--- config.mk ---
export PLATFORM = sky130hd
export DESIGN_NAME = sel_encode_pipe
export DESIGN_NICKNAME = d
export VERILOG_FILES = /design/src/rtl/sel_encode_pipe.sv
export SDC_FILE = /design/constraint.sdc
export NUM_CORES = 1
export LEC_CHECK = 0
export BUFFER_PORTS_ARGS = -buffer_cell sky130_fd_sc_hd__buf_2
export CELL_PAD_IN_SITES_DETAIL_PLACEMENT = 1
export CELL_PAD_IN_SITES_GLOBAL_PLACEMENT = 1
export CORE_MARGIN = 2
export CORE_UTILIZATION = 35
export CTS_CLUSTER_DIAMETER = 80
export DETAILED_ROUTE_END_ITERATION = 7
export PLACE_DENSITY_LB_ADDON = 0.2
export SYNTH_ARGS = -nofsm -noshare
export SYNTH_HDL_FRONTEND = slang
export SYNTH_SLANG_ARGS = --single-unit
--- constraint.sdc ---
create_clock -name clk -period 2.2 [get_ports clk]
set_input_delay 0.11 -clock clk [delete_from_list [all_inputs] [get_ports clk]]
set_output_delay 0.11 -clock clk [all_outputs]
set_load 0.05 [all_outputs]
--- src/rtl/sel_encode_pipe.sv ---
// Select-and-encode stage: owns the IR and decodes the Ra/Rb/Rc fields into one-hot
// register-file enables, with an extended immediate and an illegal-select flag, all registered.
module sel_encode_pipe #(
    parameter int BITS          = 32,
    parameter int REGISTERS     = 16,
    parameter int REGISTER_BITS = $clog2(REGISTERS),
    parameter int OPCODE_BITS   = 5,
    parameter int IMM_BITS      = BITS - OPCODE_BITS - 3 * REGISTER_BITS,
    parameter int ZERO_EXT      = 0
) (
    input  logic                   clk,
    input  logic                   clr_n,
    input  logic [BITS-1:0]        bus_in,
    input  logic                   IRin,
    input  logic                   Gra,
    input  logic                   Grb,
    input  logic                   Grc,
    input  logic                   Rin,
    input  logic                   Rout,
    input  logic                   BAout,
    output logic [BITS-1:0]        ir_out,
    output logic [OPCODE_BITS-1:0] opcode,
    output logic [REGISTERS-1:0]   reg_in_ctrl,
    output logic [REGISTERS-1:0]   reg_out_ctrl,
    output logic                   base_zero,
    output logic [BITS-1:0]        c_ext,
    output logic                   sel_err,
    output logic                   ctrl_valid
);

    localparam int RA_LSB = BITS - OPCODE_BITS - REGISTER_BITS;
    localparam int RB_LSB = RA_LSB - REGISTER_BITS;
    localparam int RC_LSB = RB_LSB - REGISTER_BITS;

    logic [BITS-1:0]          ir;
    logic                     ir_loaded;
    logic [REGISTER_BITS-1:0] ra, rb, rc, idx;
    logic [IMM_BITS-1:0]      imm;
    logic [REGISTERS-1:0]     one_hot;
    logic [REGISTERS-1:0]     in_next, out_next;
    logic                     base_zero_next, err_next;
    logic                     multi_sel, no_sel;
    logic [BITS-1:0]          ext_next;

    assign ra     = ir[RA_LSB +: REGISTER_BITS];
    assign rb     = ir[RB_LSB +: REGISTER_BITS];
    assign rc     = ir[RC_LSB +: REGISTER_BITS];
    assign imm    = ir[IMM_BITS-1:0];
    assign opcode = ir[BITS-1 -: OPCODE_BITS];
    assign ir_out = ir;

    // Overlapping selects OR their fields together; with no select the index falls to R0.
    always_comb begin
        idx            = ({REGISTER_BITS{Gra}} & ra)
                       | ({REGISTER_BITS{Grb}} & rb)
                       | ({REGISTER_BITS{Grc}} & rc);
        one_hot        = {{(REGISTERS-1){1'b0}}, 1'b1} << idx;
        multi_sel      = (Gra & Grb) | (Gra & Grc) | (Grb & Grc);
        no_sel         = ~(Gra | Grb | Grc);
        err_next       = multi_sel | (Rin & Rout) | (no_sel & (Rin | Rout | BAout));
        in_next        = Rin ? one_hot : '0;
        out_next       = '0;
        base_zero_next = 1'b0;
        if (BAout && idx == '0) begin
            base_zero_next = 1'b1;
        end else if (Rout || BAout) begin
            out_next = one_hot;
        end
        if (ZERO_EXT != 0) begin
            ext_next = {{(BITS-IMM_BITS){1'b0}}, imm};
        end else begin
            ext_next = {{(BITS-IMM_BITS){imm[IMM_BITS-1]}}, imm};
        end
    end

    // ctrl_valid trails the first load by one edge, when decode first sees the loaded IR.
    always_ff @(posedge clk or negedge clr_n) begin
        if (!clr_n) begin
            ir           <= '0;
            ir_loaded    <= 1'b0;
            reg_in_ctrl  <= '0;
            reg_out_ctrl <= '0;
            base_zero    <= 1'b0;
            c_ext        <= '0;
            sel_err      <= 1'b0;
            ctrl_valid   <= 1'b0;
        end else begin
            if (IRin) begin
                ir <= bus_in;
            end
            ir_loaded    <= ir_loaded | IRin;
            ctrl_valid   <= ir_loaded;
            reg_in_ctrl  <= in_next;
            reg_out_ctrl <= out_next;
            base_zero    <= base_zero_next;
            c_ext        <= ext_next;
            sel_err      <= err_next;
        end
    end

endmodule

==> results.py <==
metrics = {
    "outcome": {
        "status": "finished, final reports clean",
    },
    "clock_tree": {
        "clockBufferDepth": 2,
        "cts_setup_buffers": 0,
        "cts.clk_slew.worst_paths_ns": 0.08,
        "h-tree-depth": 3,
        "clock_latency_ns": 0.34,
        "cts_root_buf": "clkbuf_8",
        "cts_tree": "done",
        "numClockSinks": 83,
        "cts_buffers": 9,
    },
    "sta": {
        "worstMarginPinSlew_ns": 0.770,
        "setup_tns_ns": 0,
        "post-route-period-util_pct": 78.2,
        "maxClockFrequency_ghz": 0.581,
        "setup_violations": 0,
        "period_minus_slack_ns": 1.72,
        "whs_ns": 0.0558,
        "setup_slack_ns": 0.480,
        "fin_skew_ns": 0.00766,
        "final_hold_viol_count": 0,
        "relSlewSlack_pct": 48.7,
        "slew_viol_final": 0,
        "rsz0062_at_grt": "no",
    },
    "placement": {
        "port_buffers": 144,
        "pre_cts_ws_ns": 0.460,
        "dp_hpwl_um": 4900,
        "place.gp.congestion": 0.736,
    },
    "drt": {
        "drtPass1Iterations": 4,
        "routed_wl_um": 6910,
        "num_vias": 2094,
        "wl_per_cell_um": 14.5,
        "viasPerCell": 4.41,
        "drtAntennaViolNets": 0,
        "drcViolationCount": 0,
        "first_iter_violations": 76,
    },
    "power": {
        "power_density_mw_per_mm2": 956,
        "p_leak_nw": 2.16,
        "power_w": 0.00402,
        "p_sw_w": 0.00137,
        "intPower_w": 0.00266,
        "clkPwrFrac_pct": 32.2,
        "p_comb_share_pct": 25.5,
        "p_seq_share_pct": 42.3,
        "switching_share_pct": 34.0,
        "ir_drop_mv": 0.438,
    },
    "critical_path": {
        "max_stage_delay_ns": 0.63,
        "cp.arrival_ns": 1.99,
        "cpMaxStageDelayCell": "a222oi_1",
        "path_class": "reg2reg",
        "critical-path-top-delay-family": "compound AO/OA/AOI/OAI gates",
        "endpoint_kind": "flip-flop",
        "required_ns": 2.47,
        "crit_chain": "a222oi_1 -> o21ai_1 -> nor2_1",
        "path_buf_inv": 0,
        "setup.worst_path.start_class": "flip-flop",
        "crit_fanout": 7,
    },
    "synthesis": {
        "syn_inst": 199,
        "avgSynthCellArea_um2": 14.7,
        "synth_nets": 240,
        "ys_warn_count": 0,
        "synth_area_mm2": 0.00292,
        "ys_ff_latch": 83,
        "synth.distinct_cells": 19,
        "yosysSeqAreaShare_pct": 71.2,
    },
    "floorplan": {
        "start_util_pct": 35.9,
        "coreArea_mm2": 0.00813,
        "pin_count": 145,
        "rows": 33,
        "die_y_um": 95.3,
        "die_w_um": 95.3,
        "dieArea_mm2": 0.00908,
    },
    "final_layout": {
        "final_nets": 406,
        "final_cell_mix": "buf_2, dfrtp_1, dlygate4sd3_1, nor2_1, mux2_2",
        "drive_gt1_share_pct": 53.5,
        "syn_to_final_growth_pct": 44.3,
        "nFillCells": 872,
        "fin_util_pct": 51.8,
        "final_common_cell": "buf_2",
        "num_antenna_cells": 0,
    },
    "grt": {
        "grt_pass1_wl_um": 11300,
        "use_met1_pct": 19.4,
        "overflow": 0,
        "grt_use_met2_pct": 28.3,
        "grt_max_degree": 45,
        "grt_antenna_before_repair": 0,
        "grtUsageTotal_pct": 16.6,
        "grt_busiest_layer": "met2",
        "grt_pass1_vias": 2189,
        "grt_util_met3_pct": 6.64,
    },
    "worst_hold_path": {
        "hp-class": "in2reg",
    },
    "run": {
        "cap_violations": 0,
    },
}
metrics by stage:
stage | cell area [um2] | cells
final | 4210 | 475
after global routing | 4210 | 475
after CTS | 4190 | 473
after detailed placement | 3630 | 425
after global placement | 3630 | 425
after floorplan | 2920 | 199
synth_stat cells:
library cell,instances,share of area [%]
a222oi_1,4,1.4
and4bb_2,1,0.43
buf_4,22,5.7
clkbuf_1,5,0.64
dfrtp_1,83,71
mux2_2,32,12
nand2_1,3,0.39
nand2b_1,1,0.21
nand3_1,1,0.17
nand3b_1,3,0.77
nand4_1,1,0.21
nor2_1,32,4.1
nor3_1,1,0.17
o21ai_0,3,0.51
o21ai_1,1,0.17
o21bai_1,1,0.26
or2_2,1,0.21
or3_2,1,0.26
or3b_1,3,0.90
power groups by stage:
stage	combinational, W	sequential [W]	clock [W]
2_1_floorplan	0.000348	0.00214	0
3_3_place_gp	0.000982	0.00173	0
3_5_place_dp	0.000991	0.00173	0
4_1_cts	0.00104	0.00170	0.00134
5_1_grt	0.00109	0.00172	0.00143
6_report	0.00103	0.00170	0.00129
final cells by class:
class                   instances  area (um2)  area share [%]
flip-flops and latches         83        2080            49.3
repair buffers                182        1110            26.3
multi-input cells              89         657            15.6
well taps                     105         131            3.12
clock buffers                  10         128            3.03
clock inverters                 6         113            2.67
routing by layer:
| layer | vias up | part of all wire [%] |
|---|---|---|
| met5 | - | 0 |
| met4 | 0 | 0.85 |
| met3 | 5 | 7.3 |
| met2 | 83 | 53 |
| met1 | 1023 | 39 |
| li1 | 983 | - |
final timing paths:
| check | from | to | slack (ns) | depth (start not counted) |
|---|---|---|---|---|
| max | ir_out[19] | reg_out_ctrl[4] | 0.48 | 3 |
| min | Rin | sel_err | 0.06 | 3 |
| max reg2reg | ir_out[19] | reg_out_ctrl[4] | 0.48 | 3 |
| min reg2reg | ir_loaded | ctrl_valid | 0.37 | 0 |
| max in group asynchronous | clr_n | ir_out[16] | 1.31 | 3 |
| min in group asynchronous | clr_n | reg_out_ctrl[14] | 0.28 | 2 |
cell families after synthesis:
group / count (synthesis) / share of synthesized area (%)
multiplexers: 32 / 12.4
AO/OA/AOI/OAI: 9 / 2.32
buffers and inverters: 27 / 6.30
flip-flops: 83 / 71.2
AND/OR/NAND/NOR: 48 / 7.85
worst reg2reg max path, stage by stage, from the launching register on:
cell and delay (ns):
dfrtp_1 0.40, a222oi_1 0.63, o21ai_1 0.41, nor2_1 0.21
sequential cells by signal (all words and copies together) (netlist names):
signal	cells
ir_loaded	1
reg_in_ctrl	16
reg_out_ctrl	16
ir_out	32
base_zero	1
ctrl_valid	1
sel_err	1
c_ext	15
repair_timing:
action | CTS | global route
hold buffers | 32 | 2
gates resized for setup | 0 | 0
endpoints found under the hold margin | 70 | 2
Power figures use the tool's default switching activity.
